**src/rtl/pico_wb_master_bridge.sv**
```systemverilog
// -----------------------------------------------------------------------------
// pico_wb_master_bridge
//
// Bridges the picorv32 native memory interface onto a Wishbone B4 pipelined
// master port. The bridge claims one address window and runs one single-beat
// WB cycle for each core request that falls inside it. A bus error or a
// no-response timeout still completes the core access, and it also latches
// a sticky error record.
//
// Ports
//   clk            system clock
//   i_resetn       asynchronous active-low reset
//   i_mem_*        picorv32 request (valid/addr/wdata/wstrb; wstrb==0 is a read)
//   o_sel          combinational window hit, for the core-side ready/rdata mux
//   o_mem_ready    one-cycle completion pulse to the core
//   o_mem_rdata    read data, meaningful only while o_mem_ready is high
//   o_wb_m2s_*     Wishbone master outputs (cyc/stb/we/addr/data/sel)
//   i_wb_s2m_*     Wishbone slave responses (data/ack/stall/err)
//   i_err_clr      synchronous clear of the sticky error record
//   o_err_flag     sticky: an error or timeout has been seen
//   o_err_timeout  type of the most recent recorded error (1 = timeout)
//   o_err_addr     address of the first error since the last clear
// -----------------------------------------------------------------------------
module pico_wb_master_bridge #(
   parameter logic [31:0] ADDR_BASE      = 32'h8000_0000,
   parameter logic [31:0] ADDR_MASK      = 32'hFFFF_F000,
   parameter int unsigned TIMEOUT_CYCLES = 256,
   parameter int unsigned CNT_W          = 9,
   parameter logic [31:0] ERR_RDATA      = 32'hDEAD_BEEF
) (
   input  logic        clk,
   input  logic        i_resetn,
   input  logic        i_mem_valid,
   input  logic [31:0] i_mem_addr,
   input  logic [31:0] i_mem_wdata,
   input  logic [3:0]  i_mem_wstrb,
   output logic        o_sel,
   output logic        o_mem_ready,
   output logic [31:0] o_mem_rdata,
   output logic        o_wb_m2s_cyc,
   output logic        o_wb_m2s_stb,
   output logic        o_wb_m2s_we,
   output logic [31:0] o_wb_m2s_addr,
   output logic [31:0] o_wb_m2s_data,
   output logic [3:0]  o_wb_m2s_sel,
   input  logic [31:0] i_wb_s2m_data,
   input  logic        i_wb_s2m_ack,
   input  logic        i_wb_s2m_stall,
   input  logic        i_wb_s2m_err,
   input  logic        i_err_clr,
   output logic        o_err_flag,
   output logic        o_err_timeout,
   output logic [31:0] o_err_addr
);

   typedef enum logic [1:0] {
      ST_IDLE,
      ST_REQ,
      ST_WAIT,
      ST_DONE
   } state_t;

   localparam bit             TO_EN    = (TIMEOUT_CYCLES != 0);
   localparam logic [CNT_W-1:0] CNT_LAST = CNT_W'(TIMEOUT_CYCLES - 1);

   state_t            state_q, state_d;
   logic              cyc_q, cyc_d;
   logic              stb_q, stb_d;
   logic              we_q, we_d;
   logic [31:0]       addr_q, addr_d;
   logic [31:0]       data_q, data_d;
   logic [3:0]        sel_q, sel_d;
   logic              ready_q, ready_d;
   logic [31:0]       rdata_q, rdata_d;
   logic [CNT_W-1:0]  cnt_q, cnt_d;
   logic              err_flag_q, err_flag_d;
   logic              err_timeout_q, err_timeout_d;
   logic [31:0]       err_addr_q, err_addr_d;

   logic              fin_resp;
   logic              fin_tmo;
   logic              err_event;
   logic              expired;

   assign o_sel = i_mem_valid && ((i_mem_addr & ADDR_MASK) == ADDR_BASE);

   // The last counted cycle of the transaction; a response in this same
   // cycle still wins over the timeout.
   assign expired = TO_EN && (cnt_q == CNT_LAST);

   always_comb begin
      state_d       = state_q;
      cyc_d         = cyc_q;
      stb_d         = stb_q;
      we_d          = we_q;
      addr_d        = addr_q;
      data_d        = data_q;
      sel_d         = sel_q;
      ready_d       = 1'b0;
      rdata_d       = 32'h0;
      cnt_d         = cnt_q;
      err_flag_d    = err_flag_q;
      err_timeout_d = err_timeout_q;
      err_addr_d    = err_addr_q;
      fin_resp      = 1'b0;
      fin_tmo       = 1'b0;

      case (state_q)
         ST_IDLE: begin
            if (o_sel) begin
               state_d = ST_REQ;
               addr_d  = i_mem_addr;
               data_d  = i_mem_wdata;
               sel_d   = i_mem_wstrb;
               we_d    = |i_mem_wstrb;
               cyc_d   = 1'b1;
               stb_d   = 1'b1;
               cnt_d   = '0;
            end
         end
         ST_REQ: begin
            cnt_d = cnt_q + CNT_W'(1);
            // A response only counts once the strobe has been accepted.
            if (!i_wb_s2m_stall && (i_wb_s2m_ack || i_wb_s2m_err)) begin
               fin_resp = 1'b1;
            end else if (expired) begin
               fin_tmo = 1'b1;
            end else if (!i_wb_s2m_stall) begin
               state_d = ST_WAIT;
               stb_d   = 1'b0;
            end
         end
         ST_WAIT: begin
            cnt_d = cnt_q + CNT_W'(1);
            if (i_wb_s2m_ack || i_wb_s2m_err) begin
               fin_resp = 1'b1;
            end else if (expired) begin
               fin_tmo = 1'b1;
            end
         end
         ST_DONE: begin
            state_d = ST_IDLE;
         end
         default: begin
            state_d = ST_IDLE;
         end
      endcase

      // Completion is shared by the response and timeout paths. Err beats
      // ack when both arrive together; writes always return zero data.
      if (fin_resp || fin_tmo) begin
         state_d = ST_DONE;
         cyc_d   = 1'b0;
         stb_d   = 1'b0;
         ready_d = 1'b1;
         if (we_q) begin
            rdata_d = 32'h0;
         end else if (fin_tmo || i_wb_s2m_err) begin
            rdata_d = ERR_RDATA;
         end else begin
            rdata_d = i_wb_s2m_data;
         end
      end

      // A new error outranks a same-cycle clear. The clear reopens the
      // record, so the new error's address is captured as the first one.
      err_event = (fin_resp && i_wb_s2m_err) || fin_tmo;
      if (err_event) begin
         err_flag_d    = 1'b1;
         err_timeout_d = fin_tmo;
         if (!err_flag_q || i_err_clr) begin
            err_addr_d = addr_q;
         end
      end else if (i_err_clr) begin
         err_flag_d    = 1'b0;
         err_timeout_d = 1'b0;
         err_addr_d    = 32'h0;
      end
   end

   always_ff @(posedge clk or negedge i_resetn) begin
      if (!i_resetn) begin
         state_q       <= ST_IDLE;
         cyc_q         <= 1'b0;
         stb_q         <= 1'b0;
         we_q          <= 1'b0;
         addr_q        <= 32'h0;
         data_q        <= 32'h0;
         sel_q         <= 4'h0;
         ready_q       <= 1'b0;
         rdata_q       <= 32'h0;
         cnt_q         <= '0;
         err_flag_q    <= 1'b0;
         err_timeout_q <= 1'b0;
         err_addr_q    <= 32'h0;
      end else begin
         state_q       <= state_d;
         cyc_q         <= cyc_d;
         stb_q         <= stb_d;
         we_q          <= we_d;
         addr_q        <= addr_d;
         data_q        <= data_d;
         sel_q         <= sel_d;
         ready_q       <= ready_d;
         rdata_q       <= rdata_d;
         cnt_q         <= cnt_d;
         err_flag_q    <= err_flag_d;
         err_timeout_q <= err_timeout_d;
         err_addr_q    <= err_addr_d;
      end
   end

   assign o_mem_ready   = ready_q;
   assign o_mem_rdata   = rdata_q;
   assign o_wb_m2s_cyc  = cyc_q;
   assign o_wb_m2s_stb  = stb_q;
   assign o_wb_m2s_we   = we_q;
   assign o_wb_m2s_addr = addr_q;
   assign o_wb_m2s_data = data_q;
   assign o_wb_m2s_sel  = sel_q;
   assign o_err_flag    = err_flag_q;
   assign o_err_timeout = err_timeout_q;
   assign o_err_addr    = err_addr_q;

endmodule
```
**config.mk**
```make
export PLATFORM = sky130hd
export DESIGN_NAME = pico_wb_master_bridge
export DESIGN_NICKNAME = d
export VERILOG_FILES = /design/src/rtl/pico_wb_master_bridge.sv
export SDC_FILE = /design/constraint.sdc
export NUM_CORES = 1
export LEC_CHECK = 0
export CORE_MARGIN = 2
export CORE_UTILIZATION = 47
export CTS_BUF_LIST = sky130_fd_sc_hd__clkbuf_4
export CTS_CLUSTER_SIZE = 25
export DETAILED_ROUTE_END_ITERATION = 8
export GPL_TIMING_DRIVEN = 0
export PLACE_DENSITY_LB_ADDON = 0.05
export SYNTH_ARGS = -nofsm -noshare
export SYNTH_HDL_FRONTEND = slang
export SYNTH_SLANG_ARGS = --single-unit
```
**constraint.sdc**
```tcl
create_clock -name clk -period 5.86 [get_ports clk]
set_input_delay 1.172 -clock clk [delete_from_list [all_inputs] [get_ports clk]]
set_output_delay 1.172 -clock clk [all_outputs]
set_load 0.01 [all_outputs]
```
==> results.py <==
metrics = {
    "logic_synthesis": {
        "ys_ff_latch": 149,
        "syn_inst": 507,
        "synth_top_cell_by_area": "dfrtp_1",
        "synth_common_cells": "nand2_1, dfrtp_1, a22o_1",
        "ys_top_cells_by_area": "dfrtp_1, nand2_1, a22o_1, o21a_1, and2_1",
        "yosys.area.top_type_share": 0.645,
        "synth_seq_area_share": 0.645,
        "synthFlopType": "dfrtp_1",
        "yosys_warnings": 0,
        "netlist_area_um2": 5780,
        "synth_cell_types": 45,
        "synth_most_common_cell": "nand2_1",
        "syn_area_per_cell_um2": 11.4,
        "synth_edf_count": 0,
        "synth_nets": 620,
        "async_flop_share": 1.00,
    },
    "timing": {
        "fin_crit_sh": 0.695,
        "max_slew_margin": 0.502,
        "finalSetupTns_ns": 0,
        "slew_violations": 0,
        "clock_skew_ns": 0.0115,
        "fin_crit_ns": 4.07,
        "setup_viol": 0,
        "finalHoldWorstSlack_ns": 0.479,
        "timing.fmax_mhz": 245,
        "setup_slack_ns": 1.79,
        "hold_viol": 0,
        "rsz0062_at_grt": "false",
        "worst-slew-pin-transition_ns": 0.741,
    },
    "critical_path": {
        "cp_cell_sequence": "clkdlybuf4s50_1 -> nor3b_1 -> nand4_2 -> nor2_1 -> clkdlybuf4s50_1",
        "worstPathRequired_ns": 4.69,
        "r2r_slack_ns": 3.22,
        "cp_top_family": "buffers and inverters",
        "crit_fanout": 3,
        "crit_slowest_cell": "clkdlybuf4s50_1",
        "startpoint_type": "input port",
        "timing.rr.start": "cnt_q[0]$_DFFE_PN0P_",
        "path_buf_inv": 2,
        "cpMostUsedCell": "clkdlybuf4s50_1",
        "cp.arrival_ns": 2.90,
        "r2r_end": "o_err_addr[24]$_DFFE_PN0P_",
        "reg2reg_depth": 11,
        "cp_slowest_stage_delay_ns": 0.58,
        "crit_type": "input port to output port",
        "end_kind": "output port",
    },
    "cts": {
        "ctsHoldBuffers": 0,
        "clkSinkCount": 149,
        "cts-resized-gates": 0,
        "clk_latency_ns": 0.54,
        "cts_root_buffer": "clkbuf_4",
        "cts_buffers": 17,
        "cts_setup_buffers": 0,
        "cts_max_path_buffers": 2,
        "cts.clk_slew.worst_paths_ns": 0.10,
        "htree_levels": 4,
        "cts_tree": "done",
    },
    "route": {
        "drtIter0Drc": 228,
        "postRouteAntennaNets": 0,
        "viasPerCell": 5.08,
        "route.detailed.drc": 0,
        "vias": 4731,
        "firstDrtPassIters": 4,
        "wl_um": 14900,
        "avgRoutedWirePerCell_um": 15.9,
    },
    "floorplan": {
        "dieArea_um2": 13200,
        "core_area_um2": 12000,
        "initial_core_util": 0.481,
        "io_pins": 246,
        "dieWidth_um": 115,
        "core.rowCount": 40,
        "die_h_um": 115,
    },
    "cells_and_area": {
        "drive_above_1_share": 0.0803,
        "syn_to_final_growth_pct": 51.5,
        "finalNetCount": 885,
        "finalNonFillerCells": 932,
        "fin_util": 0.729,
        "diodes": 0,
    },
    "outcome": {
        "status": "finished, final reports clean",
    },
    "place": {
        "dp_cells": 900,
        "dp_hpwl_um": 11200,
        "gp_congestion": 0.788,
        "preCtsSetupSlack_ns": 1.82,
        "io_buffers": 245,
    },
    "power": {
        "vdd_drop_max_mv": 0.170,
        "power.density_nw_per_um2": 284,
        "p_leak_uw": 0.00419,
    },
    "global_route": {
        "track_usage": 0.232,
        "antenna_found_initial": 0,
        "grt_pass1_vias": 4806,
        "grt_overflow_total": 0,
        "grt_max_degree": 95,
        "grt_pass1_wl_um": 23600,
    },
    "worst_hold_path": {
        "hold_depth": 2,
        "hp-start": "o_wb_m2s_data[10]$_DFFE_PN0P_",
        "whs_endpoint": "o_wb_m2s_data[10]$_DFFE_PN0P_",
        "hold_class": "flip-flop to flip-flop",
    },
    "job": {
        "drv_cap": 0,
    },
}
[state kept, by name (all words and copies together) (netlist names)]
register and flops:
o_wb_m2s_sel 4, o_err_flag 1, o_wb_m2s_data 32, o_mem_ready 1, cnt_q 9, o_wb_m2s_addr 32, o_wb_m2s_cyc 1, o_wb_m2s_we 1
o_wb_m2s_stb 1, state_q 2, o_err_timeout 1, o_err_addr 32, o_mem_rdata 32
[metrics by stage]
| stage | total power [uW] | area [um2] |
|---|---|---|
| floorplan | 1500 | 5780 |
| global placement | 1790 | 8410 |
| detailed placement | 1820 | 8440 |
| CTS | 2510 | 8750 |
| global route | 2610 | 8750 |
| finish | 2490 | 8750 |
[worst max path at each step]
stage	startpoint	to	slack, ns	cells past startpoint
5_1_grt	i_mem_addr[31]	o_sel	1.68	5
3_5_place_dp	i_mem_addr[21]	o_sel	1.82	5
6_report	i_mem_addr[31]	o_sel	1.79	5
4_1_cts	i_mem_addr[31]	o_sel	1.80	5
2_1_floorplan	i_mem_addr[24]	o_sel	2.84	3
3_3_place_gp	i_resetn	o_wb_m2s_data[17]$_DFFE_PN0P_	-2.15	1
[power breakdown]
part | switching, uW | total, uW | internal (uW)
combinational | 322 | 637 | 314
clock | 346 | 691 | 346
sequential | 45.3 | 1160 | 1110
total | 713 | 2490 | 1770
[layout make-up]
class                   instances  area [um2]
fillers                       884        3260
repair buffers                246        2480
well taps                     147         184
plain buffers                  26         148
clock buffers                  20         150
clock inverters                12         160
flip-flops and latches        149        3730
multi-input cells             324        1870
inverters                       8        30.0
[layer usage]
| layer | share of wire | global-route usage | wire [um] |
|---|---|---|---|
| met5 | 0 | 0 | 0 |
| met1 | 0.41 | 0.289 | 6090 |
| met3 | 0.069 | 0.0691 | 1020 |
| met2 | 0.48 | 0.370 | 7190 |
| met4 | 0.037 | 0.117 | 554 |
[cell families (layout without fill, tap and decap cells)]
kind of cell | Yosys count | after routing | share of synthesized area
buf+inv | 34 | 312 | 0.0308
flops | 149 | 149 | 0.645
mux | 3 | 3 | 0.00541
simple gates | 233 | 233 | 0.188
compound gates | 82 | 82 | 0.118
fa+ha+maj | 6 | 6 | 0.0130
[worst min-delay path: cells and delay by family (launching register included)]
family	cells	cell delay [ns]
flops	1	0.35
simple gates	2	0.10
[placed cells by master (no fill, tap or decap), types with 3 or more instances in the layout]
cell,n
clkdlybuf4s50_1,244
nand2_1,156
dfrtp_1,149
a22o_1,32
and2_1,27
o21a_1,24
clkbuf_4,20
nor2_1,17
clkbuf_1,9
buf_4,9
and3_1,7
inv_1,7
buf_2,7
ha_1,6
nand3_1,4
nor3_1,4
a221o_2,4
bufinv_16,4
clkinv_1,4
nor2b_1,3
o21bai_1,3
o21ai_0,3
nor4_1,3
Power figures use the tool's default switching activity.
